`src/rtl/lp_rle_pkg.sv`:
```
// Shared types for the zero-run-length packer: token layout, row FSM states, run ceiling helper.
package lp_rle_pkg;

    localparam int unsigned TOK_DW  = 8;
    localparam int unsigned TOK_RLW = 4;

    typedef struct packed {
        logic [TOK_RLW-1:0] run;
        logic [TOK_DW-1:0]  val;
        logic               last;
    } rle_tok_t;

    typedef enum logic {
        S_IDLE = 1'b0,
        S_ROW  = 1'b1
    } rle_state_e;

    function automatic int unsigned run_max(input int unsigned rlw);
        return (32'd1 << rlw) - 32'd1;
    endfunction

endpackage

```
`src/rtl/pbpix_tok_slot.sv`:
```
// One-entry rdy/ack token register: loads when free, holds rdy and contents stable until acked.
// A drain and a load on the same edge replace the token without dropping rdy.
module pbpix_tok_slot
    import lp_rle_pkg::*;
#(
    parameter type tok_t = rle_tok_t
) (
    input  logic i_clk,
    input  logic i_rst,
    input  logic load_i,
    input  tok_t tok_i,
    input  logic ack_i,
    output logic rdy_o,
    output tok_t tok_o,
    output logic free_o
);

    logic rdy_q;
    tok_t tok_q;

    always_ff @(posedge i_clk or posedge i_rst) begin
        if (i_rst) begin
            rdy_q <= 1'b0;
            tok_q <= '0;
        end else if (load_i) begin
            rdy_q <= 1'b1;
            tok_q <= tok_i;
        end else if (rdy_q && ack_i) begin
            rdy_q <= 1'b0;
        end
    end

    assign rdy_o  = rdy_q;
    assign tok_o  = tok_q;
    assign free_o = !rdy_q || ack_i;

endmodule

```
`src/rtl/pbpix_rle_packer.sv`:
```
// Row-wise run-length packer of zero-flagged pixels into {run, val, last} tokens, 1-cycle latency.
// Optional statistics counters are enabled by defining RLE_STAT_EN.
module pbpix_rle_packer
    import lp_rle_pkg::*;
#(
    parameter int DW   = 8,
    parameter int RLW  = 4,
    parameter int ROWW = 8
) (
    input  logic            i_clk,
    input  logic            i_rst,
    input  logic [ROWW-1:0] i_row_len,
    input  logic            pix_rdy,
    output logic            pix_ack,
    input  logic            pix_zero,
    input  logic [DW-1:0]   pix_data,
    output logic            rle_rdy,
    input  logic            rle_ack,
    output logic [RLW-1:0]  rle_run,
    output logic [DW-1:0]   rle_val,
    output logic            rle_last
`ifdef RLE_STAT_EN
    ,
    output logic [31:0]     stat_zero_cnt,
    output logic [31:0]     stat_tok_cnt
`endif
);

    localparam logic [RLW-1:0] RUN_MAX = RLW'(run_max(RLW));

    typedef struct packed {
        logic [RLW-1:0] run;
        logic [DW-1:0]  val;
        logic           last;
    } tok_t;

    rle_state_e      state_q;
    logic [ROWW-1:0] col_q, col_d;
    logic [ROWW-1:0] row_len_q;
    logic [ROWW-1:0] row_len_cur;
    logic [ROWW-1:0] last_col;
    logic [RLW-1:0]  run_q, run_d;
    logic            slot_free;
    logic            acc;
    logic            is_last;
    logic            absorb;
    logic            load;
    tok_t            tok_d;
    tok_t            tok_q;

    assign pix_ack = slot_free;
    assign acc     = pix_rdy && slot_free;

    // Row length is taken live on the first pixel of a row, then frozen.
    assign row_len_cur = (state_q == S_IDLE) ? i_row_len : row_len_q;
    assign last_col    = row_len_cur - ROWW'(1);
    assign is_last     = (col_q == last_col);

    assign absorb = acc && pix_zero && !is_last && (run_q != RUN_MAX);
    assign load   = acc && !absorb;

    assign col_d = is_last ? '0 : col_q + ROWW'(1);
    assign run_d = absorb ? run_q + RLW'(1) : '0;

    always_comb begin
        tok_d      = '0;
        tok_d.run  = run_q;
        tok_d.val  = pix_zero ? '0 : pix_data;
        tok_d.last = is_last;
    end

    always_ff @(posedge i_clk or posedge i_rst) begin
        if (i_rst) begin
            state_q   <= S_IDLE;
            col_q     <= '0;
            run_q     <= '0;
            row_len_q <= '0;
        end else if (acc) begin
            col_q <= col_d;
            run_q <= run_d;
            case (state_q)
                S_IDLE: begin
                    row_len_q <= i_row_len;
                    state_q   <= is_last ? S_IDLE : S_ROW;
                end
                S_ROW: begin
                    state_q <= is_last ? S_IDLE : S_ROW;
                end
                default: state_q <= S_IDLE;
            endcase
        end
    end

    pbpix_tok_slot #(
        .tok_t (tok_t)
    ) u_slot (
        .i_clk  (i_clk),
        .i_rst  (i_rst),
        .load_i (load),
        .tok_i  (tok_d),
        .ack_i  (rle_ack),
        .rdy_o  (rle_rdy),
        .tok_o  (tok_q),
        .free_o (slot_free)
    );

    assign rle_run  = tok_q.run;
    assign rle_val  = tok_q.val;
    assign rle_last = tok_q.last;

`ifdef RLE_STAT_EN
    logic [31:0] zero_cnt_q;
    logic [31:0] tok_cnt_q;

    always_ff @(posedge i_clk or posedge i_rst) begin
        if (i_rst) begin
            zero_cnt_q <= '0;
            tok_cnt_q  <= '0;
        end else begin
            if (absorb && (zero_cnt_q != '1)) begin
                zero_cnt_q <= zero_cnt_q + 32'd1;
            end
            if (rle_rdy && rle_ack && (tok_cnt_q != '1)) begin
                tok_cnt_q <= tok_cnt_q + 32'd1;
            end
        end
    end

    assign stat_zero_cnt = zero_cnt_q;
    assign stat_tok_cnt  = tok_cnt_q;
`endif

endmodule
```
`config.mk`:
```
export PLATFORM = sky130hd
export DESIGN_NAME = pbpix_rle_packer
export DESIGN_NICKNAME = d
export VERILOG_FILES = /design/src/rtl/lp_rle_pkg.sv /design/src/rtl/pbpix_tok_slot.sv /design/src/rtl/pbpix_rle_packer.sv
export SDC_FILE = /design/constraint.sdc
export NUM_CORES = 1
export LEC_CHECK = 0
export ABC_AREA = 1
export CORE_UTILIZATION = 40
export DETAILED_ROUTE_END_ITERATION = 7
export GPL_TIMING_DRIVEN = 0
export PLACE_DENSITY = 0.69
export REMOVE_ABC_BUFFERS = 1
export SLEW_MARGIN = 30
export SYNTH_ARGS = -nofsm -noshare
export SYNTH_HDL_FRONTEND = slang
export SYNTH_SLANG_ARGS = --single-unit
```
`constraint.sdc`:
```
create_clock -name i_clk -period 3.75 [get_ports i_clk]
set_input_delay 0.375 -clock i_clk [delete_from_list [all_inputs] [get_ports i_clk]]
set_output_delay 0.375 -clock i_clk [all_outputs]
set_load 0.05 [all_outputs]
```
==> results of run 1 <==
[logic make-up after synthesis]
| family | after synthesis | synth area share, % |
|---|---|---|
| compound gates | 17 | 4.318 |
| xor+xnor | 7 | 3.817 |
| fa+ha+maj | 3 | 1.878 |
| buf+inv | 47 | 10.33 |
| flops | 35 | 43.80 |
| simple gates | 158 | 35.86 |
[area by class of cell]
cell class | count | area (um^2)
Fill cell | 484 | 2288
Multi-Input combinational cell | 185 | 917.1
Sequential cell | 35 | 875.8
Timing Repair Buffer | 35 | 350.3
Inverter | 41 | 153.9
Tap cell | 67 | 83.83
Clock buffer | 6 | 72.57
Clock inverter | 2 | 12.51
[metal layers]
layer | track usage, % | part of all wire (%)
met3 | 4.972 | 6.1
met1 | 20.26 | 48
met5 | 0 | 0
met2 | 28.35 | 45
met4 | 5.229 | 1.0
[path summary, 6_finish.rpt]
| kind | from | to | depth (start not counted) | slack [ns] |
|---|---|---|---|---|
| worst max-delay path | state_q | u_slot.tok_o[0] | 17 | 1.08 |
| worst min-delay path | u_slot.tok_o[0] | u_slot.tok_o[0] | 2 | 0.47 |
| worst max register to register | state_q | u_slot.tok_o[0] | 17 | 1.08 |
| worst min register to register | u_slot.tok_o[0] | u_slot.tok_o[0] | 2 | 0.47 |
| max in group asynchronous | i_rst | row_len_q[4] | 2 | 2.73 |
| min in group asynchronous | i_rst | u_slot.tok_o[1] | 2 | 0.54 |
[power by group]
part | switching, mW | internal [mW] | total, mW
sequential | 0.0810 | 0.464 | 0.545
clock | 0.138 | 0.130 | 0.268
combinational | 0.344 | 0.218 | 0.561
[flip-flops by register name, indices dropped and copies added, names as in the netlist]
name	flops
col_q	8
u_slot.tok_o	13
run_q	4
row_len_q	8
state_q	1
u_slot.rdy_o	1
[tightest hold or removal path, cell delays in order, from the launching register on]
cell     delay (ns)
dfrtp_1        0.34
nand2_1        0.05
nand2_1        0.05
[Yosys cell counts, drive strengths merged]
library cell  number  share of area [%]
dfrtp             35                 44
xnor2              2               0.88
nand2            110                 23
nor4               1               0.31
nor2              11                2.7
ha                 3                1.9
buf                4                2.3
clkinv             1               0.19
a31oi              1               0.31
nand4              3               0.94
xor2               4                1.8
a21oi              1               0.25
nand3             33                9.1
xnor3              1                1.2
inv               40                7.5
o21ai             15                3.8
clkbuf             2               0.38
[stage by stage]
stage | cells | hold slack, ns | util (%)
floorplan | 261 | 0.4529 | -
global placement | 363 | 0.4528 | 50.08
detailed placement | 363 | 0.4620 | 50.08
CTS | 371 | 0.4798 | 51.87
global route | 371 | 0.5053 | 51.87
finish | 371 | 0.4722 | 51.87
==> metrics, run 1 <==
status finished clean; # diodes 0; Rows 25; clock latency on the worst-skew pair 0.28 ns; clock slew at reported path FFs 0.07 ns; cells resized by post-CTS repair 0; drt drc 0; vias in the first global route 1598; CP required 3.91 ns; proportion of layout cells with a drive suffix above 1 8.882%; # IOs 36; worst slew pin tran 0.7394 ns; CP endpoint kind flip-flop; cts bufs inserted 5; Leak 1.303 nW; Final Hold Violating Endpoints 0; TritonCTS clock tree done; antenna violations before repair 0; post-CTS setup buffer count 0; Cells after Synth 267; post-route ant nets 0; Iter 0 DRT Violations 84; final period utilization 71.30%; commonest non-fill, non-tap cell in the layout nand2_1; Ys Warns 0; #FFs+latches synth 35; Core Area 0.004755 mm^2; routed vias/inst 4.550; H-tree levels 2; class of the most critical setup path flip-flop to flip-flop; die width 72.70 um; Final WS setup 1.076 ns; Die Ht 72.70 um; critical path arrival 2.84 ns; GP Congestion 0.7612; CP most frequent cell nand2_1; Pwr per Cell Area 557.4 mW/mm^2; Area Growth Syn to Fin 23.34%; CTS Buffer Depth 2; Placement Setup Slack 0.8005 ns; most frequent cells in the layout nand2_1, inv_1, dfrtp_1, clkdlybuf4s50_1, nand3_1; Final Routed Wirelength 3954 um; Bufs and invs on worst path 3; Pre-antenna DRT Iters 4; Crit path largest cell delay 0.66 ns; sequence of cells on the critical path inv_2, nand2_1, nand2_2, inv_1, ha_1, xnor2_1, inv_1, nand2_1, nand2_1, nor2_1, nand2_1, nor2_2, nand3_2, nand3_4, nand2_4, nand2_1, nand2_1; Die ar. 0.005285 mm^2; crit-path max FO 14; largest net degree at the start of global routing 36; port bufs 35; Post-Syn Area 0.001999 mm^2; Peak VDD IR 292.8 uV; DR vias 1688; remaining global-route overflow 0; final setup TNS 0 ns; final clock skew 0.005883 ns; FMAX 374.0 MHz; DP HPWL 2785 um; Avg Cell Area, Syn 7.488 um^2; CP top delay family simple AND/OR/NAND/NOR gates; Setup crit start kind flip-flop; Final Cell Area 0.002466 mm^2; final slew viol count 0; Power, Total 1.375 mW; Final setup viols 0; RSZ-0062 raised after global routing false; CTS Hold Bufs 0; WL per Instance 10.66 um; Max-cap violations 0; register area share after synthesis 43.80%; post-synthesis cell type count 24; gr usage total 16.66%; Post-Place Cell Area 0.002381 mm^2; hold crit path type flip-flop to flip-flop; clock root cell clkbuf_8; layout net count 327; first-pass GRT wire length 6796 um; min cycle time layout 2.674 ns; clk sink count 35; initial core utilization 42.05%; worst relative slew slack 50.63%; CP max-delay cell dfrtp_1
Power figures use the tool's default switching activity.
==> run 2, diff against run 1 <==
Clock period 3.75 ns to 2.55 ns, I/O delays scaled along.
==> run 2 against run 1 <==
  * Worst setup slack got worse by 0.84 ns
  * Critical endpoint is now col_q[7]
  * First-iteration DRC count decreased by 1.2%
  * Non-clock buffer count increased by 6
  * Sequential power grew 47%
  * Core utilization rose by 1.7 points
  * Maximum frequency rose by 15%
  * Clock-buffer cell count unchanged
  * Total power grew 51%
==> metrics, run 2 (synthesized netlist as in run 1, its figures left out) <==
status finished clean (unchanged); Pwr per Cell Area 813.6 mW/mm^2 (was 557.4 mW/mm^2); port bufs 35 (unchanged); routed vias/inst 4.561 (was 4.550); Worst R2R Setup Slack 0.23 ns (was 1.08 ns); Die Ht 72.70 um (unchanged); clock slew at reported path FFs 0.07 ns (about the same); Setup crit start state_q (unchanged); GP Congestion 0.7612 (unchanged); # IOs 36 (unchanged); clock root cell clkbuf_8 (unchanged); proportion of layout cells with a drive suffix above 1 12.54% (was 8.882%); layout net count 334 (was 327); most frequent cells in the layout nand2_1, inv_1, clkdlybuf4s50_1, dfrtp_1, nand3_1 (was nand2_1, inv_1, dfrtp_1, clkdlybuf4s50_1, nand3_1); antenna violations before repair 0 (unchanged); worst slew pin tran 0.7441 ns (was 0.7394 ns); critical path arrival 2.49 ns (was 2.84 ns); worst relative slew slack 50.32% (was 50.63%); FF/Latch Area 877.1 um^2 (was 875.8 um^2); DP HPWL 2785 um (unchanged); Power, Total 2.074 mW (was 1.375 mW); final slew viol count 0 (unchanged); R2R cell count 15 (was 17); Area Growth Syn to Fin 27.47% (was 23.34%); initial core utilization 42.05% (unchanged); WL per Instance 10.98 um (was 10.66 um); hold crit path type input pin to async pin (was flip-flop to flip-flop); Pre-antenna DRT Iters 4 (unchanged); max FFs per register 13 (unchanged); worst reg2reg path startpoint state_q (unchanged); cts bufs inserted 5 (unchanged); drt drc 0 (unchanged); FMAX 431.7 MHz (was 374.0 MHz); Final Routed Wirelength 4151 um (was 3954 um); gr usage total 16.66% (unchanged); CP endpoint kind flip-flop (unchanged); first-pass GRT wire length 6796 um (unchanged); r2r endpoint col_q[7] (was u_slot.tok_o[0]); fin util 53.61% (was 51.87%); RSZ-0062 raised after global routing false (unchanged); die width 72.70 um (unchanged); Core Area 0.004755 mm^2 (unchanged); clk sink count 35 (unchanged); final clock skew 0.006094 ns (was 0.005883 ns); post-route ant nets 0 (unchanged); Placement Setup Slack -0.2795 ns (was 0.8005 ns); # diodes 0 (unchanged); Peak VDD IR 457.7 uV (was 292.8 uV); vias in the first global route 1598 (unchanged); Die ar. 0.005285 mm^2 (unchanged); H-tree levels 2 (unchanged); Rows 25 (unchanged); Final Hold Violating Endpoints 0 (unchanged); clock latency on the worst-skew pair 0.28 ns (about the same); remaining global-route overflow 0 (unchanged); Max-cap violations 0 (unchanged); CTS Buffer Depth 2 (unchanged); CTS Hold Bufs 0 (unchanged); crit-path max FO 10 (was 14); largest net degree at the start of global routing 36 (unchanged); CP required 2.73 ns (was 3.91 ns); Final setup viols 0 (unchanged); Setup crit start kind flip-flop (unchanged); min cycle time layout 2.316 ns (was 2.674 ns); fillcell total 478 (was 484); DR vias 1724 (was 1688); final period utilization 90.84% (was 71.30%); Leak 1.328 nW (was 1.303 nW); Iter 0 DRT Violations 83 (was 84); commonest non-fill, non-tap cell in the layout nand2_1 (unchanged); class of the most critical setup path flip-flop to flip-flop (unchanged); Final WS setup 0.2337 ns (was 1.076 ns); Multi-input gate area 942.2 um^2 (was 917.1 um^2); TritonCTS clock tree done (unchanged)
-- run 2: what timing repair did --
| action | CTS | global route |
|---|---|---|
| gates cloned | 0 | 1 |
| endpoints found under the setup margin | 21 | 22 |
| pin swaps | 0 | 1 |
| buffers inserted | 0 | 6 |
| gates resized for setup | 2 | 6 |
-- run 2: worst max-delay path by stage --
| stage | slack, ns | depth (start not counted) | endpoint |
|---|---|---|---|
| 6_report | 0.23 | 15 | col_q[7] |
| 5_1_grt | 0.005 | 17 | u_slot.tok_o[0] |
| 4_1_cts | 0.004 | 10 | col_q[6] |
| 3_5_place_dp | -0.28 | 10 | col_q[6] |
| 3_3_place_gp | -0.27 | 10 | col_q[6] |
| 2_1_floorplan | -0.05 | 8 | col_q[6] |
-- run 2: report_power, final --
part | total [mW] | internal (mW) | switching (mW)
Combinational | 0.875 | 0.347 | 0.528
Clock | 0.396 | 0.191 | 0.206
Sequential | 0.803 | 0.683 | 0.120
Total | 2.07 | 1.22 | 0.853
-- run 2: final cells by class --
class | instances | area share, %
repair inverters | 1 | 0.1964
flip-flops and latches | 35 | 34.41
multi-input cells | 185 | 36.97
clock buffers | 6 | 2.847
well taps | 67 | 3.289
inverters | 41 | 6.382
clock inverters | 2 | 0.4909
repair buffers | 41 | 15.41
-- run 2: worst max-delay path, stage by stage (launching register included) --
cell	delay, ns
dfrtp_2	0.48
inv_6	0.12
nand2_1	0.08
nand2_2	0.10
inv_1	0.07
ha_1	0.26
xnor2_2	0.15
inv_1	0.05
nand2_1	0.05
nand2_1	0.05
nor2_1	0.08
nand2_1	0.07
nor2_2	0.12
nand4_1	0.29
nand3_1	0.17
inv_1	0.05
-- run 2: routing by layer --
layer | track usage [%] | wire (um) | share of wire, %
met1 | 20.26 | 1946 | 47
met2 | 28.35 | 1930 | 46
met3 | 4.972 | 234 | 5.6
met4 | 5.229 | 40 | 0.96
met5 | 0 | 0 | 0
-- run 2: stage by stage --
step / TNS [ns] / area, um^2 / cells / hold slack (ns)
2_1_floorplan: -0.09413 / 1947 / 261 / 0.3997
3_3_place_gp: -2.533 / 2381 / 363 / 0.4528
3_5_place_dp: -2.861 / 2381 / 363 / 0.4620
4_1_cts: 0 / 2470 / 371 / 0.4522
5_1_grt: 0 / 2549 / 378 / 0.5030
6_report: 0 / 2549 / 378 / 0.4212
